===== config.mk =====
export PLATFORM = sky130hd
export DESIGN_NAME = fp_accumulator
export DESIGN_NICKNAME = d
export VERILOG_FILES = /design/src/rtl/fp_accumulator.sv
export SDC_FILE = /design/constraint.sdc
export NUM_CORES = 1
export LEC_CHECK = 0
export CAP_MARGIN = 20
export CELL_PAD_IN_SITES_DETAIL_PLACEMENT = 0
export CELL_PAD_IN_SITES_GLOBAL_PLACEMENT = 1
export CORE_MARGIN = 2
export CORE_UTILIZATION = 30
export CTS_CLUSTER_SIZE = 16
export DETAILED_ROUTE_END_ITERATION = 8
export PLACE_DENSITY_LB_ADDON = 0.2
export SYNTH_ARGS = -nofsm -noshare
export SYNTH_HDL_FRONTEND = slang
export SYNTH_SLANG_ARGS = --single-unit

===== constraint.sdc =====
create_clock -name clk -period 11.35 [get_ports clk]
set_input_delay 2.27 -clock clk [delete_from_list [all_inputs] [get_ports clk]]
set_output_delay 2.27 -clock clk [all_outputs]
set_load 0.01 [all_outputs]

===== src/rtl/fp_accumulator.sv =====
// FP32 truncating accumulator: IDLE -> ALIGN -> ADD, one product accepted per three cycles.
// Optional sticky saturation flag output acc_ovf is enabled by defining FPACC_OVF_FLAG_EN.
module fp_accumulator #(
    parameter int CNT_W = 16
) (
    input  logic             clk,
    input  logic             rst,
    input  logic             in_valid,
    output logic             in_ready,
    input  logic [31:0]      in_data,
    input  logic             acc_clear,
    output logic [31:0]      acc_out,
    output logic             out_valid,
    output logic [CNT_W-1:0] acc_cnt
`ifdef FPACC_OVF_FLAG_EN
    ,
    output logic             acc_ovf
`endif
);

    typedef enum logic [1:0] {
        S_IDLE  = 2'd0,
        S_ALIGN = 2'd1,
        S_ADD   = 2'd2
    } state_t;

    function automatic logic [4:0] lzc24(input logic [23:0] v);
        logic [4:0] n;
        n = 5'd24;
        for (int i = 0; i < 24; i++) begin
            if (v[i]) begin
                n = 5'(23 - i);
            end else begin
                n = n;
            end
        end
        return n;
    endfunction

    state_t             r_state;
    state_t             w_next_state;
    logic               r_in_ready;
    logic               r_out_valid;
    logic [31:0]        r_acc;
    logic [31:0]        r_op;
    logic [CNT_W-1:0]   r_cnt;
    logic               w_accept;

    logic               r_res_sign;
    logic               r_sub;
    logic [7:0]         r_big_exp;
    logic [23:0]        r_big_man;
    logic [23:0]        r_sml_man;

    logic               w_a_zero;
    logic               w_b_zero;
    logic               w_big_zero;
    logic               w_sml_zero;
    logic [30:0]        w_a_mag;
    logic [30:0]        w_b_mag;
    logic [31:0]        w_big;
    logic [31:0]        w_sml;
    logic [23:0]        w_big_man;
    logic [23:0]        w_sml_man;
    logic [23:0]        w_sml_shift;
    logic [7:0]         w_exp_diff;

    logic [24:0]        w_sum;
    logic [23:0]        w_dif;
    logic [4:0]         w_lz;
    logic [23:0]        w_norm_man;
    logic [23:0]        w_res_man;
    logic signed [9:0]  w_res_exp;
    logic               w_sat;
    logic               w_zero_res;
    logic [31:0]        w_result;

    assign w_accept  = in_valid && r_in_ready;
    assign in_ready  = r_in_ready;
    assign out_valid = r_out_valid;
    assign acc_out   = r_acc;
    assign acc_cnt   = r_cnt;

    // Next-state selection; a clear aborts any in-flight op but still honours an IDLE accept
    always_comb begin
        w_next_state = r_state;
        if (acc_clear) begin
            if ((r_state == S_IDLE) && w_accept) begin
                w_next_state = S_ALIGN;
            end else begin
                w_next_state = S_IDLE;
            end
        end else begin
            case (r_state)
                S_IDLE: begin
                    if (w_accept) begin
                        w_next_state = S_ALIGN;
                    end else begin
                        w_next_state = S_IDLE;
                    end
                end
                S_ALIGN: w_next_state = S_ADD;
                S_ADD:   w_next_state = S_IDLE;
                default: w_next_state = S_IDLE;
            endcase
        end
    end

    // Alignment: pick the larger magnitude as base, shift the other (denormals read as zero)
    always_comb begin
        w_a_zero = (r_acc[30:23] == 8'd0);
        w_b_zero = (r_op[30:23] == 8'd0);
        w_a_mag  = w_a_zero ? 31'd0 : r_acc[30:0];
        w_b_mag  = w_b_zero ? 31'd0 : r_op[30:0];
        if (w_b_mag > w_a_mag) begin
            w_big      = r_op;
            w_sml      = r_acc;
            w_big_zero = w_b_zero;
            w_sml_zero = w_a_zero;
        end else begin
            w_big      = r_acc;
            w_sml      = r_op;
            w_big_zero = w_a_zero;
            w_sml_zero = w_b_zero;
        end
        w_big_man  = w_big_zero ? 24'd0 : {1'b1, w_big[22:0]};
        w_sml_man  = w_sml_zero ? 24'd0 : {1'b1, w_sml[22:0]};
        w_exp_diff = w_big[30:23] - w_sml[30:23];
        if (w_exp_diff >= 8'd25) begin
            w_sml_shift = 24'd0;
        end else begin
            w_sml_shift = w_sml_man >> w_exp_diff;
        end
    end

    // Mantissa add/subtract, normalisation and saturation/flush of the result
    always_comb begin
        w_sum      = {1'b0, r_big_man} + {1'b0, r_sml_man};
        w_dif      = r_big_man - r_sml_man;
        w_lz       = lzc24(w_dif);
        w_norm_man = w_dif << w_lz;
        if (r_sub) begin
            w_res_man = w_norm_man;
            w_res_exp = $signed({2'b00, r_big_exp}) - $signed({5'b00000, w_lz});
        end else if (w_sum[24]) begin
            w_res_man = w_sum[24:1];
            w_res_exp = $signed({2'b00, r_big_exp}) + 10'sd1;
        end else begin
            w_res_man = w_sum[23:0];
            w_res_exp = $signed({2'b00, r_big_exp});
        end
        w_zero_res = (w_res_man == 24'd0) || (w_res_exp <= 10'sd0);
        w_sat      = (w_res_man != 24'd0) && (w_res_exp >= 10'sd255);
        if (w_sat) begin
            w_result = {r_res_sign, 31'h7F7FFFFF};
        end else if (w_zero_res) begin
            w_result = 32'h00000000;
        end else begin
            w_result = {r_res_sign, w_res_exp[7:0], w_res_man[22:0]};
        end
    end

    // State, handshake, sum and counter registers
    always_ff @(posedge clk or posedge rst) begin
        if (rst) begin
            r_state     <= S_IDLE;
            r_in_ready  <= 1'b1;
            r_out_valid <= 1'b0;
            r_acc       <= 32'd0;
            r_cnt       <= {CNT_W{1'b0}};
            r_op        <= 32'd0;
        end else begin
            r_state     <= w_next_state;
            r_in_ready  <= (w_next_state == S_IDLE);
            r_out_valid <= (r_state == S_ADD) && !acc_clear;
            if (acc_clear) begin
                r_acc <= 32'd0;
                r_cnt <= {CNT_W{1'b0}};
            end else if (r_state == S_ADD) begin
                r_acc <= w_result;
                r_cnt <= r_cnt + CNT_W'(1);
            end else begin
                r_acc <= r_acc;
                r_cnt <= r_cnt;
            end
            if (w_accept) begin
                r_op <= in_data;
            end else begin
                r_op <= r_op;
            end
        end
    end

    // Aligned operand registers captured at the end of ALIGN
    always_ff @(posedge clk or posedge rst) begin
        if (rst) begin
            r_res_sign <= 1'b0;
            r_sub      <= 1'b0;
            r_big_exp  <= 8'd0;
            r_big_man  <= 24'd0;
            r_sml_man  <= 24'd0;
        end else if (r_state == S_ALIGN) begin
            r_res_sign <= w_big[31];
            r_sub      <= w_big[31] ^ w_sml[31];
            r_big_exp  <= w_big[30:23];
            r_big_man  <= w_big_man;
            r_sml_man  <= w_sml_shift;
        end else begin
            r_res_sign <= r_res_sign;
            r_sub      <= r_sub;
            r_big_exp  <= r_big_exp;
            r_big_man  <= r_big_man;
            r_sml_man  <= r_sml_man;
        end
    end

`ifdef FPACC_OVF_FLAG_EN
    logic r_ovf;

    // Sticky saturation flag, cleared only by acc_clear or reset
    always_ff @(posedge clk or posedge rst) begin
        if (rst) begin
            r_ovf <= 1'b0;
        end else if (acc_clear) begin
            r_ovf <= 1'b0;
        end else if ((r_state == S_ADD) && w_sat) begin
            r_ovf <= 1'b1;
        end else begin
            r_ovf <= r_ovf;
        end
    end

    assign acc_ovf = r_ovf;
`endif

endmodule

**Word-level counts from Yosys, hierarchy flattened**

Cells that the tools add are included.

- Logic and storage cells: 86
- Flip-flop bits (word level): 142
- Output and inout bits: 50
- Input port bits: 36

- Muxes and demuxes: 47
- Shift operators: 2
- Equal/unequal tests: 2
- Add/subtract/negate cells: 6
- Reduce and logical (&&, ||, !) cells: 13
- $lt $le $gt $ge: 4
- Bitwise logic cells: 1

Operators by type and width:

| cell | count |
|---|---|
| two-way mux 32 bit | 6 |
| two-way mux 24 bit | 5 |
| two-way mux 5 bit | 23 |
| two-way mux 31 bit | 2 |
| two-way mux 16 bit | 2 |
| greater-than comparator 31 bit | 1 |
| adder 24 x 24 -> 25 bit | 1 |
| zero test 24 bit | 1 |
| nonzero test 24 bit | 1 |
| << shifter 24 x 5 -> 24 bit | 1 |
| right shift 24 x 8 -> 24 bit | 1 |
| subtractor 24 bit | 1 |
| adder 16 x 1 -> 16 bit (second input constant) | 1 |
| zero test 8 bit | 2 |
| >= comparator 10 x 9 -> 1 bit (second input constant) | 1 |
| less-or-equal comparator 10 x 1 -> 1 bit (second input constant) | 1 |
| two-way mux 10 bit | 1 |
| adder 8 x 1 -> 9 bit (second input constant) | 1 |
| two-way mux 9 bit | 1 |
| subtractor 8 x 5 -> 9 bit | 1 |
| >= comparator 8 x 5 -> 1 bit (second input constant) | 1 |
| subtractor 8 bit | 1 |
| logical AND 1 bit | 4 |
| zero test 2 bit | 2 |
| 10 further kinds | 13 |

**Longest topological paths before layout**

- Depth after elaboration: 33
- Mapped depth: 32
- Depth with buffers taken out: 27

**Least setup slack after synthesis**

Ideal clock, no wire load.

- Path kind: register -> register
- Start: register r_op[26]
- End: register r_sml_man[4]
- Buffers on the path: 5
- Slack: 5.454 ns
- Stages on the path, launching flop included: 30
- Data arrival time: 5.808 ns
- Setup time: 0.087 ns
- Clock period less this slack: 5.896 ns
- Required time: 11.263 ns
- Cells stage by stage: dfrtp_1 > clkbuf_1 > nor4_1 > nand3_1 > clkbuf_1 > and2_1 > ha_1 > a21o_1 > a21o_1 > a21oi_1 > o21ai_0 > a221oi_1 > a31o_2 > clkbuf_1 > clkbuf_1 > nor2_1 > a31oi_1 > ha_1 > nand2_1 > and3_1 > o21ai_0 > mux2i_1 > a22oi_1 > o32ai_1 > o31ai_1 > nand4b_1 > nor2b_1 > clkbuf_1 > a22oi_1 > o211ai_1

- Word-level cells in the longest chain between the ends: 7
- Elaborated cells between the ends (all ways): 11
- Those cells by class: add/sub (1); order compare (2); shift (1); mux (6); reduce/logical (1)

Ends and longest elaborated chain:

| item | line | source |
|---|---|---|
| from (decl) | 45 | `logic [31:0] r_op;` |
| from (signal assigned) | 187 | `r_op <= in_data;` |
| from (signal assigned) | 189 | `r_op <= r_op;` |
| zero test 8 bit | 112 | `w_b_zero = (r_op[30:23] == 8'd0);` |
| two-way mux 31 bit | 114 | `w_b_mag = w_b_zero ? 31'd0 : r_op[30:0];` |
| greater-than comparator 31 bit | 115 | `if (w_b_mag > w_a_mag) begin` |
| two-way mux 32 bit / two-way mux 1 bit (equally long branches) | 115 |  |
| subtractor 8 bit / two-way mux 24 bit (equally long branches) | 128, 127 |  |
| right shift 24 x 8 -> 24 bit / >= comparator 8 x 5 -> 1 bit (equally long branches) | 132, 129 |  |
| two-way mux 24 bit (*) | 129 | `if (w_exp_diff >= 8'd25) begin` |
| to (signal assigned) | 207 | `r_sml_man <= w_sml_shift;` |
| to (signal assigned) | 213 | `r_sml_man <= r_sml_man;` |
| to (decl) | 53 | `logic [23:0] r_sml_man;` |

Mark *: on every way between the ends. The rest lies on a longest branch, timed or not.
A chain may end at the register's enable or synchronous reset.

**Final worst setup path**

Ends and elaborated chain as after synthesis.

==> results.sh <==
export IMPL_routed_wl_microns=50950
export IMPL_synth_avg_cell_area_sq_um=8.123
export IMPL_holdBufCountCts=0
export IMPL_synth_top_area_cell="dfrtp_1"
export IMPL_crit_path_end_kind="flip-flop"
export IMPL_hold_viol=0
export IMPL_drc=0
export IMPL_clock_sinks=142
export IMPL_yosysTopAreaCellShare_pct=24.86
export IMPL_rrSetupSlack_ns=4.07
export IMPL_setup_viol=0
export IMPL_post_cts_resized=0
export IMPL_ys_warn_count=0
export IMPL_synth_area_top_cells="dfrtp_1 25%, mux2i_1 10%, ha_1 7.7%"
export IMPL_rsz0062_at_grt="false"
export IMPL_htreeDepth=4
export IMPL_worst_pin_slew_ns=1.055
export IMPL_grt_pass1_vias=12480
export IMPL_path_delay_family="compound AO/OA/AOI/OAI gates"
export IMPL_grt_overflow=0
export IMPL_critPathArrivalTime_ns=7.64
export IMPL_post_route_period_util_pct=64.16
export IMPL_slowest_stage="nor2b_1"
export IMPL_max_freq_mhz=137.3
export IMPL_n_antenna_cell=0
export IMPL_cts_root_buf="clkbuf_16"
export IMPL_numCtsBuffers=17
export IMPL_die_w_microns=221.5
export IMPL_row_count=79
export IMPL_cp_max_fo=36
export IMPL_syn2layout_area_growth_pct=13.00
export IMPL_wire_per_inst_microns=21.43
export IMPL_cts_path_max_buffers=2
export IMPL_synth_enable_flop_cells=0
export IMPL_maxSlewHeadroom_pct=29.26
export IMPL_finalMaxSlewViolations=0
export IMPL_async_reset_ff_share_pct=100.0
export IMPL_dieArea_sq_um=49060
export IMPL_track_usage_pct=20.57
export IMPL_crit_top_cell="o21a_1"
export IMPL_drt_iter0_markers=929
export IMPL_slowest_delay_ns=0.68
export IMPL_firstDrtPassIters=5
export IMPL_path_buf_inv=2
export IMPL_io_pins=86
export IMPL_worstSetupPathType="flip-flop to flip-flop"
export IMPL_nets=1883
export IMPL_multi_input_area_sq_um=9838
export IMPL_core_area_sq_um=46650
export IMPL_synth_seq_area_share_pct=25.05
export IMPL_route_vias_total=13010
export IMPL_setup_tns_final_ns=0
export IMPL_regArea_sq_um=3555
export IMPL_insertion_delay_ns=0.45
export IMPL_cts_tree="done"
export IMPL_clk_pin_slew_worst_paths_ns=0.06
export IMPL_start_kind="flip-flop"
export IMPL_fp_dieH_microns=221.5
export IMPL_crit_required_ns=11.71
export IMPL_synth_cell_types=100
export IMPL_syn_nets=1872
export IMPL_synthCells=1747
export IMPL_post_route_min_period_ns=7.282
export IMPL_ant_nets=0
export IMPL_ys_ff_latch=142
export IMPL_postCtsSetupBuffers=0
export IMPL_hp_class="flip-flop to flip-flop"
export IMPL_portBuffers=85
export IMPL_vias_per_cell=5.470
export IMPL_fin_worst_skew_ns=0.008537
export IMPL_antenna_found_initial=0
export IMPL_grt_max_degree=79
export IMPL_netlist_area_sq_um=14190
export IMPL_synth_flop_cell="dfrtp_1"
export IMPL_gp_congestion=0.8615
export IMPL_outcome="completed"
export IMPL_grt_pass1_wl_microns=77900
export IMPL_start_util_pct=30.42
export IMPL_drv_cap=0
export IMPL_dpl_hpwl_microns=39540
export IMPL_nFillCells=4963
export IMPL_drive_gt1_share_pct=9.599
-- sequential cells by signal (all words and copies together) (netlist names) --
| signal | flops |
|---|---|
| acc_cnt | 16 |
| acc_out | 32 |
| in_ready | 1 |
| out_valid | 1 |
| r_big_exp | 8 |
| r_big_man | 24 |
| r_op | 32 |
| r_res_sign | 1 |
| r_sml_man | 24 |
| r_state | 2 |
| r_sub | 1 |
-- synth_stat cells, types with 6 or more instances --
library cell,count
dfrtp_1,141
o21a_1,14
a22oi_1,13
o211a_1,6
nor3_1,30
or3_1,7
mux2i_1,148
nand2b_1,17
a21oi_1,106
nor4_1,10
nor2_1,127
buf_6,8
clkbuf_1,78
a211oi_1,12
nand4_1,23
nand2_1,244
and3_1,9
and2_1,34
o211ai_1,16
buf_2,12
a31oi_1,15
buf_1,11
o21ai_0,111
buf_4,6
o21ai_2,30
a22o_1,9
xnor2_1,46
a21o_1,17
o21ai_1,6
o22ai_1,8
o31ai_1,11
nor2b_1,25
xor2_1,28
nand3_1,33
mux2_2,42
ha_1,87
inv_1,71
o21bai_1,7
-- worst register-to-register path: cells and delay by family (launching register included) --
family | cells | cell delay [ns]
AOI/OAI and AO/OA | 14 | 2.83
and+or+nand+nor | 9 | 2.51
buffers and inverters | 2 | 0.73
DFF | 1 | 0.51
adders and majority gates | 2 | 0.51
muxes | 1 | 0.13
-- final cells by class --
type	instances	share of cell area (%)
sequential	142	22.17
tap	607	4.736
multi-input combinational	1414	61.35
inverter	75	1.802
clock inverter	7	0.5462
timing repair buffer	108	6.367
clock buffer	25	3.027
-- per-layer routing --
layer | part of all wire (%) | GRT usage [%] | wire length (microns)
met1 | 49 | 29.22 | 25070
met2 | 44 | 32.50 | 22510
met3 | 3.8 | 2.346 | 1947
met4 | 2.8 | 6.670 | 1433
met5 | 0 | 0 | 0
-- final timing paths --
check                           start             to  depth (start not counted)
max                          r_op[26]   r_sml_man[4]                         28
min                        r_state[1]     r_state[0]                          1
max reg2reg                  r_op[26]   r_sml_man[4]                         28
min reg2reg                r_state[1]     r_state[0]                          1
max in group asynchronous         rst  r_big_man[14]                          3
min in group asynchronous         rst     acc_cnt[6]                          2
-- through the flow --
step           instances  util [%]  instance area, sq um  setup WS [ns]  hold slack, ns
3_3_place_gp        2344     33.11                 15450          4.049          0.4710
2_1_floorplan       1747         -                 14190          5.272          0.4497
3_5_place_dp        2345     33.13                 15460          4.138          0.4800
4_1_cts             2377     34.36                 16030          4.105          0.4840
6_report            2378     34.37                 16040          4.068          0.4806
5_1_grt             2378     34.37                 16040          3.344          0.5165
-- logic make-up after synthesis --
kind of cell	synth area share, %
muxes	14.56
xor gates and xnor gates	4.682
buffers and inverters	5.837
adders and majority gates	8.094
DFF	25.05
and+or+nand+nor	19.89
AOI/OAI and AO/OA	21.89
-- placed cells by master (no fill, tap or decap), types with 10 or more instances in the layout --
cell             synthesis  layout
nand2_1                244     244
mux2i_1                148     148
dfrtp_1                141     141
nor2_1                 127     126
o21ai_0                111     111
a21oi_1                106     106
ha_1                    87      87
clkdlybuf4s50_1          0      85
inv_1                   71      70
xnor2_1                 46      45
mux2_2                  42      42
and2_1                  34      34
nand3_1                 33      33
nor3_1                  30      30
o21ai_2                 30      30
xor2_1                  28      28
nor2b_1                 25      24
nand4_1                 23      23
buf_4                    6      22
a21o_1                  17      17
clkbuf_16                0      17
nand2b_1                17      16
o211ai_1                16      16
o21a_1                  14      14
a31oi_1                 15      14
a22oi_1                 13      13
a211oi_1                12      12
o31ai_1                 11      11
nor4_1                  10      10
Power is not shown: default switching activity piles up to over one toggle a cycle in this logic, so the estimate is an artifact.
